--- src/rtl/fetch_pkg.sv ---
// -----------------------------------------------------------------------------
// fetch_pkg
// Shared types and constants for the instruction-fetch stage.
//   fetch_state_t : outstanding-request tracking for the imem handshake
//   BUBBLE_INSTR  : encoding loaded into IF/ID for a bubble (ANDEQ r0,r0,r0)
//   PC_STEP       : fetch PC increment per issued request
//   align_word()  : clears the byte-offset bits of an address
// -----------------------------------------------------------------------------
package fetch_pkg;

    typedef enum logic [1:0] {
        IDLE = 2'd0,  // nothing outstanding
        WAIT = 2'd1,  // one request outstanding, response will be kept
        DROP = 2'd2   // one request outstanding, response will be discarded
    } fetch_state_t;

    localparam logic [31:0] BUBBLE_INSTR = 32'h0000_0000;
    localparam logic [31:0] PC_STEP      = 32'd4;

    function automatic logic [31:0] align_word(input logic [31:0] addr);
        return {addr[31:2], 2'b00};
    endfunction

endpackage

--- src/rtl/fetch_hold_buf.sv ---
// -----------------------------------------------------------------------------
// fetch_hold_buf
// One-entry buffer that parks a fetched instruction while decode is stalled.
// Ports:
//   i_clk, i_rst_n    : clock, synchronous active-low reset
//   i_clear           : discard contents (redirect); wins over load
//   i_load            : capture {i_instr, i_pcplus8}, buffer becomes full
//   i_drain           : entry consumed by IF/ID, buffer becomes empty
//   o_full            : entry valid
//   o_instr/o_pcplus8 : stored instruction and its PC+8
// -----------------------------------------------------------------------------
module fetch_hold_buf
    import fetch_pkg::*;
(
    input  logic        i_clk,
    input  logic        i_rst_n,
    input  logic        i_clear,
    input  logic        i_load,
    input  logic        i_drain,
    input  logic [31:0] i_instr,
    input  logic [31:0] i_pcplus8,
    output logic        o_full,
    output logic [31:0] o_instr,
    output logic [31:0] o_pcplus8
);

    logic        r_full;
    logic [31:0] r_instr;
    logic [31:0] r_pcplus8;

    always_ff @(posedge i_clk) begin
        if (!i_rst_n || i_clear) begin
            r_full    <= 1'b0;
            r_instr   <= BUBBLE_INSTR;
            r_pcplus8 <= 32'h0;
        end else if (i_load) begin
            r_full    <= 1'b1;
            r_instr   <= i_instr;
            r_pcplus8 <= i_pcplus8;
        end else if (i_drain) begin
            r_full <= 1'b0;
        end
    end

    assign o_full    = r_full;
    assign o_instr   = r_instr;
    assign o_pcplus8 = r_pcplus8;

endmodule

--- src/rtl/fetch_stage.sv ---
// -----------------------------------------------------------------------------
// fetch_stage
// Instruction fetch plus IF/ID pipeline register. Owns the fetch PC, a
// single-outstanding variable-latency imem handshake, and a one-entry hold
// buffer that absorbs decode stalls. Redirects on execute-stage taken branches
// and writeback PC writes (writeback wins).
// Ports:
//   clk, reset           : clock, synchronous active-low reset
//   StallF, StallD       : hazard unit: block new fetches / hold IF/ID
//   FlushD               : hazard unit: bubble into IF/ID (beats StallD)
//   BranchTakenE/ALUResultE : execute-stage redirect and target
//   PCSrcW/ResultW       : writeback redirect and target
//   imem_req/imem_addr   : one-cycle request pulse and word address
//   imem_valid/imem_rdata: response strobe and instruction
//   InstrD/PCPlus8D/ValidD : IF/ID register contents
// -----------------------------------------------------------------------------
module fetch_stage
    import fetch_pkg::*;
#(
    parameter logic [31:0] RESET_PC = 32'h0000_0000
) (
    input  logic        clk,
    input  logic        reset,
    input  logic        StallF,
    input  logic        StallD,
    input  logic        FlushD,
    input  logic        BranchTakenE,
    input  logic [31:0] ALUResultE,
    input  logic        PCSrcW,
    input  logic [31:0] ResultW,
    output logic        imem_req,
    output logic [31:0] imem_addr,
    input  logic        imem_valid,
    input  logic [31:0] imem_rdata,
    output logic [31:0] InstrD,
    output logic [31:0] PCPlus8D,
    output logic        ValidD
);

    fetch_state_t r_state;
    logic [31:0]  r_pc;
    logic [31:0]  r_instr_d;
    logic [31:0]  r_pcplus8_d;
    logic         r_valid_d;

    logic         w_redirect;
    logic [31:0]  w_target;
    logic         w_resp_keep;
    logic [31:0]  w_resp_pcplus8;
    logic         w_issue;
    logic         w_hold_full;
    logic         w_hold_load;
    logic         w_hold_drain;
    logic [31:0]  w_hold_instr;
    logic [31:0]  w_hold_pcplus8;

    always_comb begin
        w_redirect  = PCSrcW | BranchTakenE;
        w_target    = align_word(PCSrcW ? ResultW : ALUResultE);
        w_resp_keep = (r_state == WAIT) && imem_valid && !w_redirect;
        // r_pc already advanced past the outstanding request, so its PC+8 is r_pc+4.
        w_resp_pcplus8 = r_pc + PC_STEP;
        w_issue = reset && !StallF && !w_redirect && !w_hold_full &&
                  ((r_state == IDLE) || ((r_state == WAIT) && imem_valid && !StallD));
        w_hold_load  = w_resp_keep && !FlushD && StallD;
        w_hold_drain = w_hold_full && !FlushD && !StallD;
    end

    assign imem_req  = w_issue;
    assign imem_addr = r_pc;

    fetch_hold_buf u_hold_buf (
        .i_clk     (clk),
        .i_rst_n   (reset),
        .i_clear   (w_redirect),
        .i_load    (w_hold_load),
        .i_drain   (w_hold_drain),
        .i_instr   (imem_rdata),
        .i_pcplus8 (w_resp_pcplus8),
        .o_full    (w_hold_full),
        .o_instr   (w_hold_instr),
        .o_pcplus8 (w_hold_pcplus8)
    );

    // PC and request-tracking FSM
    always_ff @(posedge clk) begin
        if (!reset) begin
            r_state <= IDLE;
            r_pc    <= RESET_PC;
        end else if (w_redirect) begin
            r_pc <= w_target;
            // A response landing in the redirect cycle is simply discarded.
            r_state <= ((r_state != IDLE) && !imem_valid) ? DROP : IDLE;
        end else begin
            if (w_issue) begin
                r_pc <= r_pc + PC_STEP;
            end
            unique case (r_state)
                IDLE: if (w_issue) r_state <= WAIT;
                WAIT: if (imem_valid) r_state <= w_issue ? WAIT : IDLE;
                DROP: if (imem_valid) r_state <= IDLE;
                default: r_state <= IDLE;
            endcase
        end
    end

    // IF/ID register
    always_ff @(posedge clk) begin
        if (!reset || FlushD) begin
            r_instr_d   <= BUBBLE_INSTR;
            r_pcplus8_d <= 32'h0;
            r_valid_d   <= 1'b0;
        end else if (StallD) begin
            r_instr_d   <= r_instr_d;
            r_pcplus8_d <= r_pcplus8_d;
            r_valid_d   <= r_valid_d;
        end else if (w_hold_full) begin
            r_instr_d   <= w_hold_instr;
            r_pcplus8_d <= w_hold_pcplus8;
            r_valid_d   <= 1'b1;
        end else if (w_resp_keep) begin
            r_instr_d   <= imem_rdata;
            r_pcplus8_d <= w_resp_pcplus8;
            r_valid_d   <= 1'b1;
        end else begin
            r_instr_d   <= BUBBLE_INSTR;
            r_pcplus8_d <= 32'h0;
            r_valid_d   <= 1'b0;
        end
    end

    assign InstrD   = r_instr_d;
    assign PCPlus8D = r_pcplus8_d;
    assign ValidD   = r_valid_d;

endmodule

--- config.mk ---
export PLATFORM = sky130hd
export DESIGN_NAME = fetch_stage
export DESIGN_NICKNAME = d
export VERILOG_FILES = /design/src/rtl/fetch_pkg.sv /design/src/rtl/fetch_hold_buf.sv /design/src/rtl/fetch_stage.sv
export SDC_FILE = /design/constraint.sdc
export NUM_CORES = 1
export LEC_CHECK = 0
export CORE_MARGIN = 2
export CORE_UTILIZATION = 45
export CTS_BUF_LIST = sky130_fd_sc_hd__clkbuf_4
export DETAILED_ROUTE_END_ITERATION = 12
export GPL_ROUTABILITY_DRIVEN = 0
export PLACE_DENSITY = 0.75
export SLEW_MARGIN = 20
export SYNTH_ARGS = -nofsm -noshare
export SYNTH_HDL_FRONTEND = slang
export SYNTH_SLANG_ARGS = --single-unit
--- constraint.sdc ---
create_clock -name clk -period 6.73 [get_ports clk]
set_clock_uncertainty 0.2 [all_clocks]
set_input_delay 1.346 -clock clk [delete_from_list [all_inputs] [get_ports clk]]
set_output_delay 1.346 -clock clk [all_outputs]
set_load 0.01 [all_outputs]
### Word-level counts from Yosys, hierarchy flattened

Index checks and enable logic that the tools add are counted.

* output and inout port bits: 98
* word-level logic and storage cells: 63
* bits in registers: 164

* equal/unequal tests: 5
* bitwise operators: 2
* reduce and logical (&&, ||, !) cells: 28
* muxes and demuxes: 18
* add/sub/neg operators: 1

Operators by type and width (number)
* $mux W32: 7
* $add A32 B3 Y32 const B: 1
* $logic_and A1 B1 Y1: 12
* $mux W2: 5
* $ne A3 B2 Y1 const B: 3
* $logic_not A1 Y1: 7
* $pmux W2 S3: 1
* $reduce_bool A2 Y1: 3
* $mux W1: 5
* $logic_or A1 B1 Y1: 3
* $reduce_and A3 Y1: 1
* $eq A2 B1 Y1 const B: 1
* $eq A2 B2 Y1 const B: 1
* $logic_not A2 Y1: 1
* $reduce_or A2 Y1: 1
* $not A1 Y1: 1
* $or A1 B1 Y1: 1

### Depth between registers and ports, before layout

Gate-level depths: netlist of the first run.

* word-level depth: 9
* mapped depth: 8
* gate-level depth less buffers: 6

### By module

From an unflattened synthesis of the first run, not the netlist that was laid out.

* cells, all modules: 779
* area, all modules: 7314.5 um^2

Modules (own cells, without submodules)
* fetch_stage: cells each 568, instances 1, area an instance 4957.3 um^2
* fetch_hold_buf: cells each 211, instances 1, area an instance 2357.3 um^2

### Worst setup path before layout of the first run

OpenSTA, ideal clock, no wires.

* path kind: input-to-output
* start point: input port BranchTakenE
* end point: output port imem_req
* buffers on the path: 1
* stages: 3
* data required time: 5.184 ns
* path slack: 2.914 ns
* data arrival time: 2.270 ns
* path through: or3b_2 -> buf_6 -> a211oi_4

* longest elaborated chain between the ends: 5

RTL lines
* from (decl): RTL line fetch_stage.sv:27 `input logic BranchTakenE,`
* $or A1 B1 Y1: RTL line fetch_stage.sv:58 `w_redirect = PCSrcW | BranchTakenE;`
* $logic_not A1 Y1: RTL line fetch_stage.sv:63 `w_issue = reset && !StallF && !w_redirect && !w_hold_full &&`
* $logic_and A1 B1 Y1 (3 in a row): RTL line fetch_stage.sv:63
* to (decl): RTL line fetch_stage.sv:31 `output logic imem_req,`

No other way between the ends.

### Final worst setup path of the first run

Same ends and word-level chain as after synthesis.

==> results of run 1 <==
## area by class of cell
type | instances | area share
inverters | 9 | 0.00347
well taps | 220 | 0.0282
clock inverters | 13 | 0.0101
multi-input cells | 687 | 0.409
diodes | 1 | 0.000257
clock buffers | 19 | 0.0146
flip-flops and latches | 158 | 0.325
repair buffers | 209 | 0.210
## synthesized netlist by cell type, drive strengths merged (2+ instances only)
cell	instances
clkbuf	73
a211oi	15
or3b	2
nor4	13
nand2b	5
o211a	6
nor3	57
nor2	91
o221ai	4
and4	3
nand4	12
a22oi	6
xnor2	12
a221oi	34
o21ai	59
nand3	29
a31oi	9
o22ai	19
and3	9
mux2i	6
o2bb2ai	3
or3	9
a41oi	2
buf	21
a21oi	103
dfxtp	158
or4	3
inv	7
a21boi	5
o31a	6
and2	5
nand2	105
a2bb2oi	4
clkinv	2
a221o	2
xor2	16
o211ai	7
## per-stage QoR
step | util | setup slack [ps] | instances
after global routing | 0.590 | 1520 | 1316
final | 0.590 | 1600 | 1316
after CTS | 0.589 | 1610 | 1315
after global placement | 0.575 | 1650 | 1283
after detailed placement | 0.575 | 1610 | 1283
after floorplan | - | 2910 | 949
## placed cells by master, fill, tap and decap left out, types with 7 or more instances in the layout
cell / netlist / routed
clkdlybuf4s50_1: 0 / 192
dfxtp_1: 158 / 157
nand2_1: 105 / 105
a21oi_1: 103 / 103
nor2_1: 91 / 90
o21ai_0: 58 / 58
nor3_1: 57 / 56
a221oi_1: 34 / 34
nand3_1: 27 / 27
o22ai_1: 19 / 19
clkbuf_4: 1 / 19
xor2_1: 16 / 16
buf_4: 4 / 16
a211oi_1: 14 / 14
xnor2_1: 12 / 12
nand4_1: 11 / 11
or3_1: 9 / 9
a31oi_1: 9 / 9
and3_1: 8 / 8
inv_1: 7 / 7
o211ai_1: 7 / 7
nor4_1: 8 / 7
## metal layers
| metal | GRT usage | up-vias | wire length, um | share of wire |
|---|---|---|---|---|
| met5 | 0 | - | 0 | 0 |
| met4 | 0.106 | 0 | 684 | 0.029 |
| met3 | 0.0495 | 52 | 1890 | 0.081 |
| met2 | 0.381 | 352 | 10200 | 0.44 |
| met1 | 0.371 | 3605 | 10500 | 0.45 |
| li1 | - | 3718 | - | - |
## power groups by stage
| stage | combinational [mW] | sequential (mW) | clock, mW |
|---|---|---|---|
| 6_report | 0.287 | 1.00 | 0.519 |
| 5_1_grt | 0.309 | 1.01 | 0.569 |
| 4_1_cts | 0.286 | 1.00 | 0.530 |
| 3_5_place_dp | 0.284 | 1.02 | 0 |
| 3_3_place_gp | 0.282 | 1.02 | 0 |
| 2_1_floorplan | 0.138 | 1.01 | 0 |
## how the worst max path moves through the flow
stage          depth (start not counted)          from        to
5_1_grt                                5  BranchTakenE  imem_req
4_1_cts                                5  BranchTakenE  imem_req
3_3_place_gp                           5  BranchTakenE  imem_req
6_report                               5  BranchTakenE  imem_req
2_1_floorplan                          3  BranchTakenE  imem_req
3_5_place_dp                           5  BranchTakenE  imem_req
## worst max-delay path: stages
cell             delay, ps
clkdlybuf4s50_1        660
or3b_2                 630
a211oi_4               170
buf_4                  210
clkdlybuf4s50_1        560
## state kept, by name, summed over array words and instances, names as in the netlist
register / flops
InstrD: 32
u_hold_buf.o_instr: 32
PCPlus8D: 30
imem_addr: 30
u_hold_buf.o_pcplus8: 30
r_state: 2
ValidD: 1
u_hold_buf.o_full: 1
## kinds of logic (layout without fill, tap and decap cells)
kind of cell,after synthesis,in the layout
DFF,158,158
and+or+nand+nor,350,350
buffers and inverters,104,250
other,1,5
xor gates and xnor gates,28,28
AOI/OAI and AO/OA,298,298
adders and majority gates,1,1
muxes,6,6
==> flow_summary.yaml, run 1 <==
sta:
  tightest_slew_ps: 939
  fin_crit_sh: 0.762
  timing.max_slew.rel_slack: 0.372
  whs_ps: 265
  fmax_ghz: 0.195
  slew_viol_final: 0
  fin_tns_setup_ps: 0
  rsz0062_at_grt: "false"
  hold_viol_final: 0
  setup_viol_count_final: 0
  layout_min_cycle_time_ps: 5130
status:
  outcome: "finished, final reports clean"
synth:
  ys_seq_area_frac: 0.417
  postSynthCellCount: 946
  syn_avg_cell_area_um2: 8.01
  ys_types: 77
  ys_seq_elements: 158
  synthSimpleGateAreaFrac: 0.225
  synth_top_family_by_area: "compound AO/OA/AOI/OAI gates"
  synth_top_area_cell: "dfxtp_1"
  synthMuxAreaShare: 0.00792
  yosysTopAreaCellShare: 0.417
  synthXorXnorAreaFrac: 0.0324
  synthTopCellsByArea: "dfxtp_1 (42%), a21oi_1 (6.8%), nand2_1 (5.2%), nor2_1 (4.5%), a221oi_1 (3.9%)"
  synth_edf_count: 0
  ys_warn_count: 0
  synth_area_um2: 7580
  ys_async_sr_fraction: 0
  yosys_most_used_dff: "dfxtp_1"
  synth_compound_area_frac: 0.254
  synthAdderAreaFrac: 0.00165
clock_network:
  cts_buffers: 17
  cts.path.max_buffers: 2
  cts_num_sinks: 158
  post_cts_buffers: 0
  clkTransAtPathRegs_ps: 120
  cts-root-buf: "clkbuf_4"
  h-tree-depth: 4
  cts_tree: "done"
  cts_resized: 0
  ctsHoldBuffers: 0
  insertion_delay_ps: 570
global_routing:
  overflow: 0
  grt_use_total: 0.258
  antenna_found_initial: 1
  grt_pass1_vias: 7015
  grt_max_degree: 69
  grt_pass1_wl_um: 37000
floorplan:
  rows: 47
  die_width_um: 134
  num_io_pins: 202
  die_h_um: 134
  die_area_um2: 17900
  start_util: 0.459
  core_um2: 16500
routing:
  drt_first_pass_iters: 6
  wirelength_um: 23300
  drc: 0
  vias: 7727
  viasPerCell: 5.87
  wl_per_cell_um: 17.7
  final_antenna_net_count: 0
  drt_iter0_markers: 844
final_layout:
  drive_gt1_frac: 0.0621
  n_fill_cell: 1510
  regArea_um2: 3160
  multi_input_area_um2: 3980
  final_cell_area_um2: 9750
  layout.nets: 1187
  area_delta_synth_final_pct: 28.6
setup_path:
  critPathRequiredTime_ps: 5180
  r2r_slack_ps: 3910
  r2r_start: "imem_addr[2]"
  reg2reg_depth: 6
  cp.arrival_ps: 3580
  timing.rr.end: "imem_addr[16]"
  cp-end-kind: "output port"
  critPathLaunchType: "primary input"
  crit_fanout: 13
  critPathKind: "in2out"
pwr:
  p_sw_frac: 0.285
  peakVddDrop_uv: 95.1
  p_per_area_nw_per_um2: 185
  pwr-share-comb: 0.159
  p_switching_mw: 0.516
  power_frac_seq: 0.554
  finalPower_mw: 1.81
  p_leak_nw: 3.27
  clock_power_share: 0.287
  power.internal_mw: 1.29
min_path:
  hold_path_class: "reg2reg"
  min_from: "u_hold_buf.o_instr[4]"
  hold_end: "u_hold_buf.o_instr[4]"
  min_path_cells: 2
placement:
  place_area_um2: 9500
  dp_hpwl_um: 15900
  io_buffers: 193
flow_run:
  maxCapViolations: 0
(Power assumes the default switching activity.)
==> run 2: changes to the inputs <==
- PLACE_DENSITY: 0.75 -> 0.78
- clock period: 6.73 -> 4.6 ns (I/O delays scaled with it)
==> run 2 against run 1 <==
  * Sequential power up 47%
  * Global-route usage down 0.53 points
  * Wire length down 1.5%
  * Clock power rose by 50%
  * Core utilization is 0.14 points higher
  * Die area unchanged
  * First-iteration DRC count down 5.5%
  * Via count decreased by 1.7%
  * Critical path depth down 1
  * Critical path type unchanged
  * Critical endpoint unchanged
  * Largest cell class unchanged
==> flow_summary.yaml, run 2 (synthesized netlist as in run 1, its figures left out) <==
status:
  outcome: "finished, final reports clean"
placement:
  place_area_um2: 9510
  io_buffers: 193
  pre_cts_ws_ps: 804
  dp_hpwl_um: 15500
global_routing:
  overflow: 0
  grt_pass1_wl_um: 36600
  grt_max_degree: 72
  grt_use_total: 0.253
  grt_pass1_vias: 6916
  antenna_found_initial: 1
floorplan:
  rows: 47
  core_um2: 16500
  start_util: 0.459
  die_area_um2: 17900
  die_width_um: 134
  num_io_pins: 202
  die_h_um: 134
sta:
  rsz0062_at_grt: "false"
  fin_crit_sh: 0.831
  fin_tns_setup_ps: 0
  layout_min_cycle_time_ps: 3820
  fin_ws_ps: 776
  slew_viol_final: 0
  tightest_slew_ps: 939
  hold_viol_final: 0
  whs_ps: 263
  setup_viol_count_final: 0
  fmax_ghz: 0.262
  timing.max_slew.rel_slack: 0.374
setup_path:
  critPathLaunchType: "primary input"
  path_cells: "clkdlybuf4s50_1, or3b_2, a211oi_4, clkdlybuf4s50_1"
  crit_family: "buffers and inverters"
  crit_fanout: 2
  critPathMaxStageDelay_ps: 580
  cp_slowest_cell: "clkdlybuf4s50_1"
  cp-end-kind: "output port"
  cp_common_cell: "clkdlybuf4s50_1"
  crit_buf_inv: 2
  cp.arrival_ps: 2700
  critPathRequiredTime_ps: 3480
  critPathKind: "in2out"
final_layout:
  area_delta_synth_final_pct: 28.9
  drive_gt1_frac: 0.0638
  final_cell_area_um2: 9770
  n_fill_cell: 1481
  layout.nets: 1189
  layout_common_cells: "clkdlybuf4s50_1 (192), dfxtp_1 (157), nand2_1 (105)"
  final_common_cell: "clkdlybuf4s50_1"
clock_network:
  cts_tree: "done"
  cts_num_sinks: 158
  clkTransAtPathRegs_ps: 140
  cts-root-buf: "clkbuf_4"
  cts_buffers: 17
  cts.path.max_buffers: 2
  insertion_delay_ps: 560
  ctsHoldBuffers: 0
  h-tree-depth: 4
  post_cts_buffers: 0
  cts_resized: 0
routing:
  wirelength_um: 22900
  final_antenna_net_count: 0
  drc: 0
  drt_iter0_markers: 798
  viasPerCell: 5.76
  drt_first_pass_iters: 6
  wl_per_cell_um: 17.4
  vias: 7593
pwr:
  p_leak_nw: 3.28
  peakVddDrop_uv: 128
  p_per_area_nw_per_um2: 273
min_path:
  hold_path_class: "reg2reg"
flow_run:
  maxCapViolations: 0
-- run 2: path summary, 6_finish.rpt --
path | start | end | slack, ps | depth (start not counted)
setup / recovery | reset | imem_req | 780 | 4
hold / removal | u_hold_buf.o_instr[7] | u_hold_buf.o_instr[7] | 260 | 2
hold reg to reg | u_hold_buf.o_instr[7] | u_hold_buf.o_instr[7] | 260 | 2
setup reg to reg | imem_addr[2] | PCPlus8D[16] | 1780 | 6
-- run 2: through the flow --
step	power, mW	utilization	std cells
after global routing	2.77	0.591	1318
after detailed placement	1.91	0.576	1285
after floorplan	1.69	-	949
final	2.66	0.591	1318
after CTS	2.67	0.591	1317
after global placement	1.91	0.576	1285
-- run 2: final cells by class --
class	count	area [um2]	share of cell area
clock inverter	14	116	0.0119
antenna	1	2.50	0.000256
clock buffer	18	135	0.0138
timing repair buffer	211	2060	0.211
tap	220	275	0.0282
inverter	9	33.8	0.00346
multi-input combinational	687	3980	0.407
sequential	158	3160	0.324
-- run 2: worst reg2reg max path, stage by stage (launching register included) --
cell	delay (ps)
dfxtp_1	560
ha_1	280
nand4_1	320
nor4_1	730
xnor2_1	300
a2bb2oi_1	210
a21oi_1	90
-- run 2: metal layers --
layer	track usage	share of wire
met2	0.386	0.45
met5	0	0
met1	0.358	0.44
met4	0.0839	0.019
met3	0.0522	0.087
-- run 2: power breakdown --
group          leakage (nW)  switching (mW)  internal [mW]
Clock                 0.128           0.506          0.272
Sequential             1.29          0.0597           1.41
Combinational          1.87           0.204          0.216
==> run 3: changes to the inputs <==
- clock period: 4.6 -> 3.1 ns (I/O delays scaled with it)
==> run 3 against run 2 <==
  * Via count increased by 2.7%
  * Critical endpoint unchanged
  * Critical path depth stayed put
  * Cell count grew 1.7%
  * Worst hold slack better by 1.2 ps
  * Sequential share of layout area is 0.71 points lower
  * Flip-flop and latch count unchanged
  * Wire length increased by 3.2%
  * Register-to-register slack worse by 1200 ps
==> flow_summary.yaml, run 3 (synthesized netlist as in run 1, its figures left out) <==
floorplan:
  rows: 47
  die_area_um2: 17900
  start_util: 0.459
  die_h_um: 134
  num_io_pins: 202
  die_width_um: 134
  core_um2: 16500
flow_run:
  maxCapViolations: 0
setup_path:
  reg2reg_depth: 6
  crit_buf_inv: 2
  cp-end-kind: "output port"
  timing.rr.end: "PCPlus8D[16]"
  timing.critical_path.depth: 4
  r2r_slack_ps: 610
  cp_slowest_cell: "or3b_2"
  cp.arrival_ps: 2100
  crit_family: "buffers and inverters"
  crit_end: "imem_req"
  r2r_start: "imem_addr[3]"
  critPathMaxStageDelay_ps: 500
  crit_fanout: 2
  critPathRequiredTime_ps: 2280
  path_cells: "clkdlybuf4s50_1, or3b_2, a211oi_4, dlygate4sd2_1"
  critPathKind: "in2out"
  critPathLaunchType: "primary input"
  crit_start: "reset"
status:
  outcome: "finished, final reports clean"
routing:
  wirelength_um: 23700
  vias: 7795
  viasPerCell: 5.81
  drc: 0
  final_antenna_net_count: 0
  drt_iter0_markers: 833
  wl_per_cell_um: 17.7
  drt_first_pass_iters: 5
sta:
  hold_viol_final: 0
  slew_viol_final: 0
  whs_ps: 265
  fin_crit_sh: 0.941
  layout_min_cycle_time_ps: 2920
  rsz0062_at_grt: "false"
  fin_ws_ps: 182
  setup_viol_count_final: 0
  fmax_ghz: 0.343
  tightest_slew_ps: 766
  timing.max_slew.rel_slack: 0.490
global_routing:
  antenna_found_initial: 1
  grt_max_degree: 69
  overflow: 0
  grt_pass1_wl_um: 37600
  grt_pass1_vias: 7267
  grt_use_total: 0.261
min_path:
  min_path_cells: 2
  hold_path_class: "reg2reg"
pwr:
  p_leak_nw: 3.42
  peakVddDrop_uv: 217
  p_per_area_nw_per_um2: 402
clock_network:
  insertion_delay_ps: 570
  cts_tree: "done"
  cts_num_sinks: 158
  h-tree-depth: 4
  cts_buffers: 17
  cts-root-buf: "clkbuf_4"
  clkTransAtPathRegs_ps: 140
  cts.path.max_buffers: 2
final_layout:
  layout.nets: 1212
  layout_common_cells: "clkdlybuf4s50_1 (191), dfxtp_1 (157), nand2_1 (105)"
  fin_util: 0.604
  final_common_cell: "clkdlybuf4s50_1"
  area_delta_synth_final_pct: 31.8
  drive_gt1_frac: 0.0848
placement:
  pre_cts_ws_ps: -97.6
  io_buffers: 193
  dp_hpwl_um: 16400
[run 3: final cells by class]
class | count | area, um2
Antenna cell | 1 | 2.50
Clock buffer | 17 | 128
Clock inverter | 15 | 135
Fill cell | 1462 | 6540
Inverter | 9 | 33.8
Multi-Input combinational cell | 687 | 3980
Sequential cell | 158 | 3160
Tap cell | 220 | 275
Timing Repair Buffer | 234 | 2270
[run 3: worst min path at each step]
stage                                start                     end  slack (ps)
finish              u_hold_buf.o_instr[20]  u_hold_buf.o_instr[20]         260
global route        u_hold_buf.o_instr[10]  u_hold_buf.o_instr[10]         280
CTS                 u_hold_buf.o_instr[10]  u_hold_buf.o_instr[10]         260
detailed placement  u_hold_buf.o_instr[10]  u_hold_buf.o_instr[10]         250
global placement    u_hold_buf.o_instr[30]  u_hold_buf.o_instr[30]         240
floorplan            u_hold_buf.o_instr[0]   u_hold_buf.o_instr[0]         240
[run 3: worst min-delay path, stage by stage, from the launching register on]
cell and delay, ps:
dfxtp_1 340, nand2_1 50, a21oi_1 50
[run 3: power breakdown]
group          internal, mW  leakage, nW  switching [mW]
logic                 0.333         1.99           0.313
registers              2.09         1.29          0.0852
clock network         0.410        0.144           0.784
[run 3: per-stage QoR]
stage	std cells	power [mW]	area, um2	setup TNS [ps]
final	1341	4.01	9990	0
after global routing	1341	4.17	9990	0
after CTS	1340	4.02	9990	0
after detailed placement	1308	2.85	9720	-97.6
after global placement	1308	2.84	9720	-98.5
after floorplan	949	2.50	7590	0
[run 3: metal layers]
metal,part of all wire,GRT usage
met5,0,0
met4,0.023,0.0957
met3,0.084,0.0578
met2,0.46,0.401
met1,0.44,0.361
[run 3: timing repair]
item                                    4_1_cts  5_1_grt
buffers inserted                              0        0
hold buffers                                  0        0
endpoints found under the setup margin        1        0
gates resized for setup                       1        0
